[config.mk]
export PLATFORM = sky130hd
export DESIGN_NAME = mv_pwm_driver
export DESIGN_NICKNAME = d
export VERILOG_FILES = /design/src/rtl/mv_pwm_driver.sv
export SDC_FILE = /design/constraint.sdc
export NUM_CORES = 1
export LEC_CHECK = 0
export BUFFER_PORTS_ARGS = -buffer_cell sky130_fd_sc_hd__buf_2
export CAP_MARGIN = 10
export CORE_AREA = 2 2 86 88
export DETAILED_ROUTE_END_ITERATION = 6
export DIE_AREA = 0 0 88 90
export GPL_TIMING_DRIVEN = 0
export HOLD_SLACK_MARGIN = 0.05
export MAX_ROUTING_LAYER = met4
export PLACE_DENSITY = 0.82
export REMOVE_ABC_BUFFERS = 1
export SYNTH_ARGS = -nofsm -noshare
export SYNTH_HDL_FRONTEND = slang
export SYNTH_SLANG_ARGS = --single-unit
[constraint.sdc]
create_clock -name clk -period 2.7 [get_ports clk]
set_clock_uncertainty 0.15 [all_clocks]
set_input_delay 0.405 -clock clk [delete_from_list [all_inputs] [get_ports clk]]
set_output_delay 0.405 -clock clk [all_outputs]
set_load 0.05 [all_outputs]
[src/rtl/mv_pwm_driver.sv]
// -----------------------------------------------------------------------------
// mv_pwm_driver
//
// Converts the PID controller's signed fixed-point manipulation value (MV) into
// a complementary PWM pair with dead time. The MV is sampled once per PWM
// period, on the last count of the period, so that a new duty is valid from
// count 0. Samples flagged by the PID overflow vector are rejected. A run of
// FAULT_LIMIT consecutive rejected samples latches a fault that forces both
// gates low until the enable is dropped.
//
// Ports:
//   clk           clock
//   rst           synchronous reset, active low
//   en            run enable, level sensitive
//   mv[31:0]      signed MV with SHIFT fractional bits
//   of[2:0]       PID overflow flags; any set bit rejects the sample
//   pwm_h         high-side gate
//   pwm_l         low-side gate
//   duty[15:0]    active duty in clk cycles (0..PERIOD)
//   sat_hi        last accepted sample was clamped to PERIOD
//   sat_lo        last accepted sample was clamped to 0
//   fault         fault latched
//   period_start  one-cycle pulse on the cycle where the counter is 0 in RUN
// -----------------------------------------------------------------------------
module mv_pwm_driver #(
  parameter int PERIOD      = 100,
  parameter int SHIFT       = 8,
  parameter int DEADTIME    = 3,
  parameter int FAULT_LIMIT = 3
) (
  input  logic        clk,
  input  logic        rst,
  input  logic        en,
  input  logic [31:0] mv,
  input  logic [2:0]  of,
  output logic        pwm_h,
  output logic        pwm_l,
  output logic [15:0] duty,
  output logic        sat_hi,
  output logic        sat_lo,
  output logic        fault,
  output logic        period_start
);

  localparam int FCW = (FAULT_LIMIT < 2) ? 1 : $clog2(FAULT_LIMIT + 1);

  localparam logic [15:0]        LAST_CNT  = 16'(PERIOD - 1);
  localparam logic [15:0]        DUTY_MAX  = 16'(PERIOD);
  localparam logic [15:0]        DT_LOAD   = 16'(DEADTIME - 1);
  localparam logic [FCW-1:0]     FAULT_LIM = FCW'(FAULT_LIMIT);
  localparam logic signed [31:0] PERIOD_S  = PERIOD;

  typedef enum logic [1:0] {
    S_IDLE  = 2'd0,
    S_RUN   = 2'd1,
    S_FAULT = 2'd2
  } state_t;

  state_t          r_state;
  logic [15:0]     r_cnt;
  logic [15:0]     r_duty;
  logic            r_sat_hi;
  logic            r_sat_lo;
  logic            r_raw_prev;
  logic [15:0]     r_dt;
  logic [FCW-1:0]  r_fault_cnt;
  logic            r_pwm_h;
  logic            r_pwm_l;
  logic            r_fault;
  logic            r_period_start;

  state_t          w_state_next;
  logic [15:0]     w_cnt_next;
  logic [15:0]     w_duty_next;
  logic            w_sat_hi_next;
  logic            w_sat_lo_next;
  logic            w_raw_prev_next;
  logic [15:0]     w_dt_next;
  logic [FCW-1:0]  w_fault_cnt_next;
  logic            w_pwm_h_next;
  logic            w_pwm_l_next;
  logic            w_fault_next;
  logic            w_period_start_next;

  logic signed [31:0] w_scaled;
  logic [15:0]        w_conv_duty;
  logic               w_conv_hi;
  logic               w_conv_lo;
  logic               w_raw;
  logic               w_sample;
  logic [FCW-1:0]     w_fcnt_inc;

  // Integer part of the MV; arithmetic shift keeps negative values negative.
  assign w_scaled   = $signed(mv) >>> SHIFT;
  assign w_raw      = (r_cnt < r_duty);
  assign w_fcnt_inc = r_fault_cnt + FCW'(1);

  // Clamp the scaled MV into 0..PERIOD and report which rail it hit.
  always_comb begin
    w_conv_duty = 16'd0;
    w_conv_hi   = 1'b0;
    w_conv_lo   = 1'b0;
    if (w_scaled < 0) begin
      w_conv_lo = 1'b1;
    end else if (w_scaled > PERIOD_S) begin
      w_conv_duty = DUTY_MAX;
      w_conv_hi   = 1'b1;
    end else begin
      w_conv_duty = w_scaled[15:0];
    end
  end

  always_comb begin
    w_state_next        = r_state;
    w_cnt_next          = r_cnt;
    w_duty_next         = r_duty;
    w_sat_hi_next       = r_sat_hi;
    w_sat_lo_next       = r_sat_lo;
    w_raw_prev_next     = r_raw_prev;
    w_dt_next           = r_dt;
    w_fault_cnt_next    = r_fault_cnt;
    w_pwm_h_next        = 1'b0;
    w_pwm_l_next        = 1'b0;
    w_fault_next        = r_fault;
    w_period_start_next = 1'b0;
    w_sample            = 1'b0;

    case (r_state)
      S_IDLE: begin
        if (en) begin
          w_state_next = S_RUN;
          // Treat entry like a raw transition so the first output is
          // preceded by a full dead-time gap.
          w_dt_next    = DT_LOAD;
          w_sample     = 1'b1;
        end
      end

      S_RUN: begin
        if (!en) begin
          w_state_next = S_IDLE;
        end else begin
          w_cnt_next      = (r_cnt == LAST_CNT) ? 16'd0 : r_cnt + 16'd1;
          w_raw_prev_next = w_raw;
          if (w_raw != r_raw_prev) begin
            w_dt_next = DT_LOAD;
          end else if (r_dt != 16'd0) begin
            w_dt_next = r_dt - 16'd1;
          end else begin
            w_pwm_h_next = w_raw;
            w_pwm_l_next = ~w_raw;
          end
          w_sample = (r_cnt == LAST_CNT);
        end
      end

      S_FAULT: begin
        if (!en) begin
          w_state_next = S_IDLE;
        end else begin
          w_fault_next = 1'b1;
        end
      end

      default: begin
        w_state_next = S_IDLE;
      end
    endcase

    // Sample handling is shared by IDLE entry and the RUN period wrap.
    if (w_sample) begin
      if (|of) begin
        w_fault_cnt_next = w_fcnt_inc;
        if (w_fcnt_inc == FAULT_LIM) begin
          w_state_next = S_FAULT;
          w_fault_next = 1'b1;
          w_pwm_h_next = 1'b0;
          w_pwm_l_next = 1'b0;
        end
      end else begin
        w_duty_next      = w_conv_duty;
        w_sat_hi_next    = w_conv_hi;
        w_sat_lo_next    = w_conv_lo;
        w_fault_cnt_next = '0;
      end
    end

    // Everything observable is zero while idle; the overflow run is also
    // forgotten so a re-enable starts with a clean count.
    if (w_state_next == S_IDLE) begin
      w_cnt_next       = 16'd0;
      w_duty_next      = 16'd0;
      w_sat_hi_next    = 1'b0;
      w_sat_lo_next    = 1'b0;
      w_raw_prev_next  = 1'b0;
      w_dt_next        = 16'd0;
      w_fault_cnt_next = '0;
      w_fault_next     = 1'b0;
    end

    w_period_start_next = (w_state_next == S_RUN) && (w_cnt_next == 16'd0);
  end

  always_ff @(posedge clk) begin
    if (!rst) begin
      r_state        <= S_IDLE;
      r_cnt          <= 16'd0;
      r_duty         <= 16'd0;
      r_sat_hi       <= 1'b0;
      r_sat_lo       <= 1'b0;
      r_raw_prev     <= 1'b0;
      r_dt           <= 16'd0;
      r_fault_cnt    <= '0;
      r_pwm_h        <= 1'b0;
      r_pwm_l        <= 1'b0;
      r_fault        <= 1'b0;
      r_period_start <= 1'b0;
    end else begin
      r_state        <= w_state_next;
      r_cnt          <= w_cnt_next;
      r_duty         <= w_duty_next;
      r_sat_hi       <= w_sat_hi_next;
      r_sat_lo       <= w_sat_lo_next;
      r_raw_prev     <= w_raw_prev_next;
      r_dt           <= w_dt_next;
      r_fault_cnt    <= w_fault_cnt_next;
      r_pwm_h        <= w_pwm_h_next;
      r_pwm_l        <= w_pwm_l_next;
      r_fault        <= w_fault_next;
      r_period_start <= w_period_start_next;
    end
  end

  assign pwm_h        = r_pwm_h;
  assign pwm_l        = r_pwm_l;
  assign duty         = r_duty;
  assign sat_hi       = r_sat_hi;
  assign sat_lo       = r_sat_lo;
  assign fault        = r_fault;
  assign period_start = r_period_start;

endmodule

## After elaboration in Yosys (flattened, before gate mapping)

Index checks and enable logic that the tools add are counted.

| operators by class | value |
|---|---|
| $add $sub $neg | 3 |
| reductions and logical operators | 12 |
| equality and inequality tests | 9 |
| bitwise logic cells | 3 |
| order comparisons | 3 |
| mux-type cells | 43 |

Operator list:

| cell | count |
|---|---|
| $mux 16 | 10 |
| $pmux 16 s2 | 1 |
| $gt 24x8->1 const B | 1 |
| $lt 24x1->1 const B | 1 |
| $mux 1 | 24 |
| $add 16x1->16 const B | 1 |
| $eq 16x7->1 const B | 1 |
| $logic_not 16->1 | 1 |
| $lt 16x16->1 | 1 |
| $reduce_bool 16->1 | 1 |
| $sub 16x1->16 const B | 1 |
| $mux 2 | 6 |
| $eq 2x1->1 const B | 2 |
| $eq 2x2->1 const B | 2 |
| $logic_not 2->1 | 2 |
| $ne 2x2->1 const B | 2 |
| $pmux 2 s2 | 1 |
| $reduce_and 2->1 | 2 |
| $reduce_and 4->1 | 1 |
| $reduce_or 2->1 | 2 |
| $ne 3x3->1 const B | 1 |
| $not 1->1 | 3 |
| $reduce_or 3->1 | 1 |
| $add 2x1->2 const B | 1 |
| 4 further kinds | 4 |

| word-level totals | value |
|---|---|
| flip-flop bits (word level) | 59 |
| output and inout bits | 22 |
| logic and storage cells | 85 |

## Logic depth before layout (Yosys ltp)

Gate-level depths: netlist (run 1).

| depth | value |
|---|---|
| depth in word-level cells | 10 |
| gate-level depth with buffers | 11 |
| depth with buffers taken out | 9 |

## Worst setup path before layout (run 1)

No wires, ideal clock.

| timing path | value |
|---|---|
| kind | register to register |
| start point | register r_duty[6], in the netlist duty[6] |
| end point | register r_dt[9] |
| cell stages (with the launch flop) | 11 |
| setup time | 0.082 ns |
| path slack | -0.350 ns |
| arrival | 2.818 ns |
| data required time | 2.468 ns |
| period minus slack after synthesis | 3.050 ns |
| buffers on the path | 1 |
| cells stage by stage | dfxtp_1 -> inv_1 -> ha_1 -> a211o_1 -> a31oi_1 -> o31ai_1 -> a211oi_4 -> mux2i_1 -> clkbuf_1 -> nand4b_1 -> o221ai_2 |

| between the ends | value |
|---|---|
| longest elaborated chain between the ends | 5 |
| elaborated cells between the ends (all ways) | 7 |
| classes of those cells | order compare: 1; eq/ne: 2; mux: 3; reduce/logical: 1 |

RTL lines:

| what | RTL line | text |
|---|---|---|
| start, declared | 61 | `logic [15:0] r_duty;` |
| start signal, assigned | 221 | `r_duty <= w_duty_next;` |
| $lt 16x16->1 (*) | 95 | `assign w_raw = (r_cnt < r_duty);` |
| $ne 1x1->1 (*) | 145 | `if (w_raw != r_raw_prev) begin` |
| $mux 16 | 145 |  |
| $mux 16 | 140 | `if (!en) begin` |
| $pmux 16 s2 | 128 | `case (r_state)` |
| end signal, assigned | 225 | `r_dt <= w_dt_next;` |
| end, declared | 65 | `logic [15:0] r_dt;` |

Mark *: on every way between the ends. The rest lies on a longest branch, timed or not. The select of a mux whose other input is x is not followed.
A chain may end at the register's enable or synchronous reset.

## Worst setup path after layout (run 1)

| timing path | value |
|---|---|
| start point | register r_duty[6], in the netlist duty[6] |
| end point | register r_dt[7] |

Same word-level chain as after synthesis.

==> results of run 1 <==
registers in the layout (all words and copies together) (netlist names):
name and flops:
duty 16, fault 1, period_start 1, pwm_h 1
pwm_l 1, r_cnt 16, r_dt 16, r_fault_cnt 2
r_raw_prev 1, r_state 2, sat_hi 1, sat_lo 1
final cells by class:
| cell class | instances | area (um2) | area share (%) |
|---|---|---|---|
| Timing Repair Buffer | 65 | 426.7 | 9.927 |
| Tap cell | 99 | 123.9 | 2.882 |
| Multi-Input combinational cell | 304 | 2172 | 50.54 |
| Clock buffer | 12 | 165.2 | 3.843 |
| Clock inverter | 4 | 95.09 | 2.213 |
| Sequential cell | 59 | 1191 | 27.71 |
| Inverter | 33 | 123.9 | 2.882 |
worst max-delay path by stage:
stage,slack [ns],start,depth (start not counted),end
global placement,-1.88,r_state[0]$_SDFF_PN0_,7,r_cnt[13]$_SDFF_PN0_
floorplan,-0.50,duty[6]$_SDFFE_PP0P_,9,r_dt[10]$_SDFFE_PP0P_
detailed placement,-0.76,r_cnt[6]$_SDFF_PN0_,8,r_dt[10]$_SDFFE_PP0P_
CTS,0.007,r_state[0]$_SDFF_PN0_,9,r_dt[14]$_SDFFE_PP0P_
global route,-0.02,r_dt[0]$_SDFFE_PP0P_,9,r_dt[5]$_SDFFE_PP0P_
finish,0.04,duty[6]$_SDFFE_PP0P_,12,r_dt[7]$_SDFFE_PP0P_
cells by family (layout without fill, tap and decap cells):
| kind of cell | count (synthesis) | in the layout |
|---|---|---|
| muxes | 7 | 7 |
| AOI/OAI and AO/OA | 67 | 67 |
| and+or+nand+nor | 192 | 192 |
| adders and majority gates | 22 | 22 |
| xor gates and xnor gates | 16 | 16 |
| buffers and inverters | 52 | 114 |
| DFF | 59 | 59 |
power groups by stage:
stage                     clock, mW  sequential [mW]  combinational, mW
after global placement            0            0.913              0.266
final                          1.05            0.894              0.359
after CTS                      1.06            0.895              0.321
after detailed placement          0            0.914              0.283
after floorplan                   0            0.926              0.180
after global routing           1.10            0.895              0.390
tightest hold or removal path, stage by stage:
cell     delay (ns)
buf_2          0.09
a22oi_1        0.06
nor2_1         0.07
per-stage QoR:
step           util, %  instances  instance area [um2]
2_1_floorplan        -        396                 3361
3_3_place_gp     53.27        546                 3740
3_5_place_dp     53.57        547                 3761
4_1_cts          59.24        569                 4159
5_1_grt          61.22        576                 4298
6_report         61.22        576                 4298
repair_timing:
action,in CTS,in global routing
endpoints found under the setup margin,45,39
gates cloned,0,1
buffers inserted,6,6
pin swaps,2,3
resized for setup,13,15
layer usage:
layer	track usage, %	vias to the layer above
met1	26.75	1594
met4	9.744	0
met3	5.051	20
met5	-	-
met2	37.56	104
li1	-	1631
cell usage in the layout, fill, tap and decap left out, types with 5 or more instances in the layout:
master / synthesis / final
nor3_1: 17 / 16
nor2_1: 42 / 42
nand4_1: 19 / 19
o221ai_2: 7 / 7
nor4_1: 9 / 9
o21ai_1: 7 / 6
dfxtp_1: 59 / 53
a21oi_1: 16 / 15
buf_2: 8 / 51
ha_1: 22 / 19
xnor2_1: 12 / 12
dfxtp_2: 0 / 5
nand2b_1: 5 / 5
or3_1: 8 / 8
buf_4: 0 / 8
and3_1: 16 / 16
nand3_1: 26 / 26
inv_1: 33 / 33
clkbuf_8: 0 / 12
nand2_1: 28 / 25
==> results.sh, run 1 <==
export IMPL_synth_top_family_by_area="simple AND/OR/NAND/NOR gates"
export IMPL_power_density_mw_per_mm2=536.6
export IMPL_portBuffers=51
export IMPL_synth_edf_count=0
export IMPL_end_kind="register"
export IMPL_finalSetupViolations=0
export IMPL_r2r_end="r_dt[7]$_SDFFE_PP0P_"
export IMPL_io_pins=60
export IMPL_h_tree_depth=3
export IMPL_grt_pass1_wl_um=14210
export IMPL_num_fill_cells=578
export IMPL_clock_latency_ns=0.35
export IMPL_yosysTopAreaCell="dfxtp_1"
export IMPL_async_flop_share_pct=0
export IMPL_cpPeakStageDelay_ns=0.33
export IMPL_synth_top_cell_area_share_pct=34.24
export IMPL_hold_path_class="primary input to register"
export IMPL_whs_path_depth=3
export IMPL_cts_tree="built"
export IMPL_die_y_um=90
export IMPL_viasPerCell=5.814
export IMPL_fin_crit_ns=2.657
export IMPL_grt_ovfl_total=0
export IMPL_hold_viol=0
export IMPL_power_switching_uw=592.9
export IMPL_yosys_top_cells_area="dfxtp_1 34%, ha_1 8.0%, nor2_1 4.6%"
export IMPL_synth_simple_gate_area_share_pct=29.82
export IMPL_dieWidth_um=88
export IMPL_ant_nets=0
export IMPL_drc=0
export IMPL_synth_top_cells_by_count="59 x dfxtp_1, 42 x nor2_1, 33 x inv_1"
export IMPL_antenna_cells=0
export IMPL_cts_hold_buffers=0
export IMPL_whs_endpoint="duty[4]$_SDFFE_PP0P_"
export IMPL_grt_usage_pct=22.95
export IMPL_ir_drop_mv=0.3148
export IMPL_clock_path_buffers=2
export IMPL_synth_ff_latch_count=59
export IMPL_path_max_fanout=7
export IMPL_cp_cell_sequence="inv_1 > ha_4 > a211o_1 > a31oi_1 > o31ai_2 > a211oi_4 > buf_6 > buf_4 > mux2i_4 > clkbuf_16 > nand4_1 > o221ai_2"
export IMPL_finalMaxSlewViolations=0
export IMPL_place_ws_ns=-0.7622
export IMPL_synth_area_mm2=0.003450
export IMPL_ys_seq_area_share_pct=34.24
export IMPL_clk_pin_slew_ns=0.07
export IMPL_cts_root_buf="clkbuf_8"
export IMPL_drt_iter0_drc=185
export IMPL_highest_layer="met4"
export IMPL_setup_slack_ns=0.04337
export IMPL_synth_warnings=0
export IMPL_wl_um=8672
export IMPL_wl_met1_um=3689
export IMPL_vias=3349
export IMPL_grt_max_degree=24
export IMPL_rsz0062_at_grt="true"
export IMPL_cp_buffers_inverters=4
export IMPL_worstRegToRegCells=12
export IMPL_cp_required_ns=2.82
export IMPL_core_area_mm2=0.007020
export IMPL_slowest_stage="dfxtp_2"
export IMPL_p_leak_nw=1.835
export IMPL_core_rowCount=31
export IMPL_clock_sinks=59
export IMPL_synthAdderAreaFrac_pct=7.980
export IMPL_status="completed"
export IMPL_synth_cells=415
export IMPL_gp_congestion=0.8787
export IMPL_synth_most_common_cell="dfxtp_1"
export IMPL_syn2layout_area_growth_pct=24.59
export IMPL_arrival_ns=2.78
export IMPL_pwr_share_comb_pct=15.6
export IMPL_routedWlPerCell_um=15.06
export IMPL_fmax_mhz=376.4
export IMPL_start_util_pct=49.14
export IMPL_synth_mux_area_share_pct=2.176
export IMPL_report_power_total_mw=2.306
export IMPL_synth_compound_area_share_pct=15.34
export IMPL_drive_above_1_share_pct=24.95
export IMPL_cp_top_family="compound AO/OA/AOI/OAI gates"
export IMPL_hpwlAfterDp_um=5884
export IMPL_synthXorXnorAreaFrac_pct=4.280
export IMPL_firstDrtPassIters=5
export IMPL_seqPwrFrac_pct=38.7
export IMPL_clockPowerShare_pct=45.7
export IMPL_hp_start="mv[12]"
export IMPL_maxCapViolations=0
export IMPL_p_int_mw=1.713
export IMPL_numCtsBuffers=9
export IMPL_relSlewSlack_pct=50.56
export IMPL_hold_worst_slack_ns=0.1583
export IMPL_reg2reg_from="duty[6]$_SDFFE_PP0P_"
export IMPL_startpoint_type="register"
export IMPL_critical_path_class="register to register"
export IMPL_tns_ns=0
export IMPL_ys_types=56
export IMPL_syn_area_per_cell_um2=8.312
export IMPL_first_global_vias=3264
export IMPL_sw_frac_of_total_pct=25.71
export IMPL_dr_wl_met2_um=4376
export IMPL_finalCritPeriodShare_pct=98.39
export IMPL_nNetsFinal=532
export IMPL_r2r_setup_slack_ns=0.04
export IMPL_synthFlopType="dfxtp_1"
export IMPL_antenna_found_initial=0
export IMPL_worst_pin_slew_ns=0.7359
export IMPL_die_area_mm2=0.007920
export IMPL_route_met3_wl_um=426
No activity file was read; power rests on OpenSTA's default activity.
==> run 2: changes to the inputs <==
CORE_AREA = 2 2 83 85   (was 2 2 86 88)
DIE_AREA = 0 0 85 87   (was 0 0 88 90)
PLACE_DENSITY = 0.83   (was 0.82)
clock period = 3.1 ns   (was 2.7 ns; I/O delays follow)
==> results.sh, run 2 (same netlist as run 1, synthesis figures left out) <==
export IMPL_end_kind="register"
export IMPL_whs_path_depth=3
export IMPL_cp_buffers_inverters=1
export IMPL_portBuffers=51
export IMPL_critical_path_depth=9
export IMPL_hold_viol=0
export IMPL_startpoint_type="register"
export IMPL_maxCapViolations=0
export IMPL_die_y_um=87
export IMPL_antenna_cells=0
export IMPL_antenna_found_initial=0
export IMPL_relSlewSlack_pct=51.46
export IMPL_hold_worst_slack_ns=0.2124
export IMPL_finalCritPeriodShare_pct=93.82
export IMPL_power_density_mw_per_mm2=474.7
export IMPL_hold_path_class="primary input to register"
export IMPL_first_global_vias=3047
export IMPL_drt_iter0_drc=201
export IMPL_startpoint="r_state[1]$_SDFF_PN0_"
export IMPL_grt_pass1_wl_um=13550
export IMPL_h_tree_depth=3
export IMPL_dieWidth_um=85
export IMPL_routedWlPerCell_um=14.49
export IMPL_wl_um=7910
export IMPL_hp_start="mv[11]"
export IMPL_viasPerCell=5.894
export IMPL_syn2layout_area_growth_pct=17.37
export IMPL_gp_congestion=0.9249
export IMPL_cpPeakStageDelay_ns=0.48
export IMPL_die_area_mm2=0.007395
export IMPL_path_max_fanout=10
export IMPL_fmax_mhz=343.8
export IMPL_cts_hold_buffers=0
export IMPL_core_area_mm2=0.006569
export IMPL_grt_usage_pct=23.13
export IMPL_numCtsBuffers=9
export IMPL_hpwlAfterDp_um=5770
export IMPL_fin_crit_ns=2.908
export IMPL_grt_max_degree=24
export IMPL_cp_top_family="simple AND/OR/NAND/NOR gates"
export IMPL_cts_root_buf="clkbuf_8"
export IMPL_core_rowCount=30
export IMPL_reg2reg_from="r_state[1]$_SDFF_PN0_"
export IMPL_p_leak_nw=1.724
export IMPL_io_pins=60
export IMPL_ant_nets=0
export IMPL_dp_cells=528
export IMPL_start_util_pct=52.51
export IMPL_rsz0062_at_grt="true"
export IMPL_slowest_stage="a21oi_1"
export IMPL_grt_ovfl_total=0
export IMPL_final_common_cell="dfxtp_1"
export IMPL_num_fill_cells=554
export IMPL_vias=3218
export IMPL_ir_drop_mv=0.4752
export IMPL_cp_cell_sequence="inv_1 > ha_1 > nand2_1 > nor3b_1 > a21oi_1 > nor3b_1 > nand3_1 > or3_1 > nor3_1"
export IMPL_cpMostUsedCell="nor3b_1"
export IMPL_arrival_ns=3.01
export IMPL_clock_sinks=59
export IMPL_status="completed"
export IMPL_cp_required_ns=3.20
export IMPL_clock_latency_ns=0.35
export IMPL_firstDrtPassIters=6
export IMPL_fin_cells=546
export IMPL_drc=0
export IMPL_critical_path_class="register to register"
export IMPL_final_cell_mix="59 x dfxtp_1, 51 x buf_2, 42 x nor2_1"
export IMPL_finalMaxSlewViolations=0
export IMPL_cts_tree="built"
export IMPL_finalSetupViolations=0
export IMPL_worstRegToRegCells=9
export IMPL_drive_above_1_share_pct=19.74
export IMPL_clock_path_buffers=2
export IMPL_nNetsFinal=521
export IMPL_clk_pin_slew_ns=0.08
export IMPL_worst_pin_slew_ns=0.7263
-- run 2: metrics by stage --
stage | util [%] | total power [mW] | TNS (ns) | setup slack [ns] | cell area, um2
floorplan | - | 0.9631 | -1.137 | -0.1038 | 3361
global placement | 56.57 | 1.028 | -43.12 | -1.486 | 3716
detailed placement | 56.84 | 1.038 | -3.447 | -0.2766 | 3734
CTS | 60.88 | 1.918 | 0 | 0.009689 | 3999
global route | 61.64 | 1.985 | -0.1996 | -0.06287 | 4049
finish | 61.64 | 1.922 | 0 | 0.1916 | 4049
-- run 2: layer usage --
metal,global-route usage (%),vias to the layer above,wire [um]
li1,-,1602,-
met1,27.93,1504,3551
met2,38.14,97,3774
met3,3.223,15,399
met4,11.11,0,184
met5,-,-,0
-- run 2: path summary, 6_finish.rpt --
kind	to	slack [ns]
worst max-delay path	period_start$_SDFF_PN0_	0.19
worst min-delay path	duty[3]$_SDFFE_PP0P_	0.21
worst max register to register	period_start$_SDFF_PN0_	0.19
worst min register to register	sat_lo$_SDFFE_PP0P_	0.31
-- run 2: cell type report --
| type | instances | area, um2 | share of cell area (%) |
|---|---|---|---|
| Sequential cell | 59 | 1181 | 29.17 |
| Multi-Input combinational cell | 304 | 2100 | 51.85 |
| Clock buffer | 10 | 137.6 | 3.399 |
| Clock inverter | 6 | 112.6 | 2.781 |
| Inverter | 33 | 123.9 | 3.059 |
| Tap cell | 80 | 100.1 | 2.472 |
| Timing Repair Buffer | 54 | 294.0 | 7.262 |
-- run 2: worst min-delay path, cell delays in order --
cell and delay [ns]:
buf_2 0.09, a22oi_1 0.06, nor2_1 0.07
-- run 2: repair_timing --
item,CTS,global route
endpoints found under the setup margin,26,33
pin swaps,0,1
gates resized for setup,3,3
buffers inserted,0,2
-- run 2: where the power goes --
part	total [mW]	switching [mW]	internal, mW	leakage [nW]
logic	0.255	0.165	0.0900	1.13
clock network	0.887	0.332	0.555	0.115
registers	0.779	0.00978	0.770	0.476
total	1.92	0.507	1.41	1.72
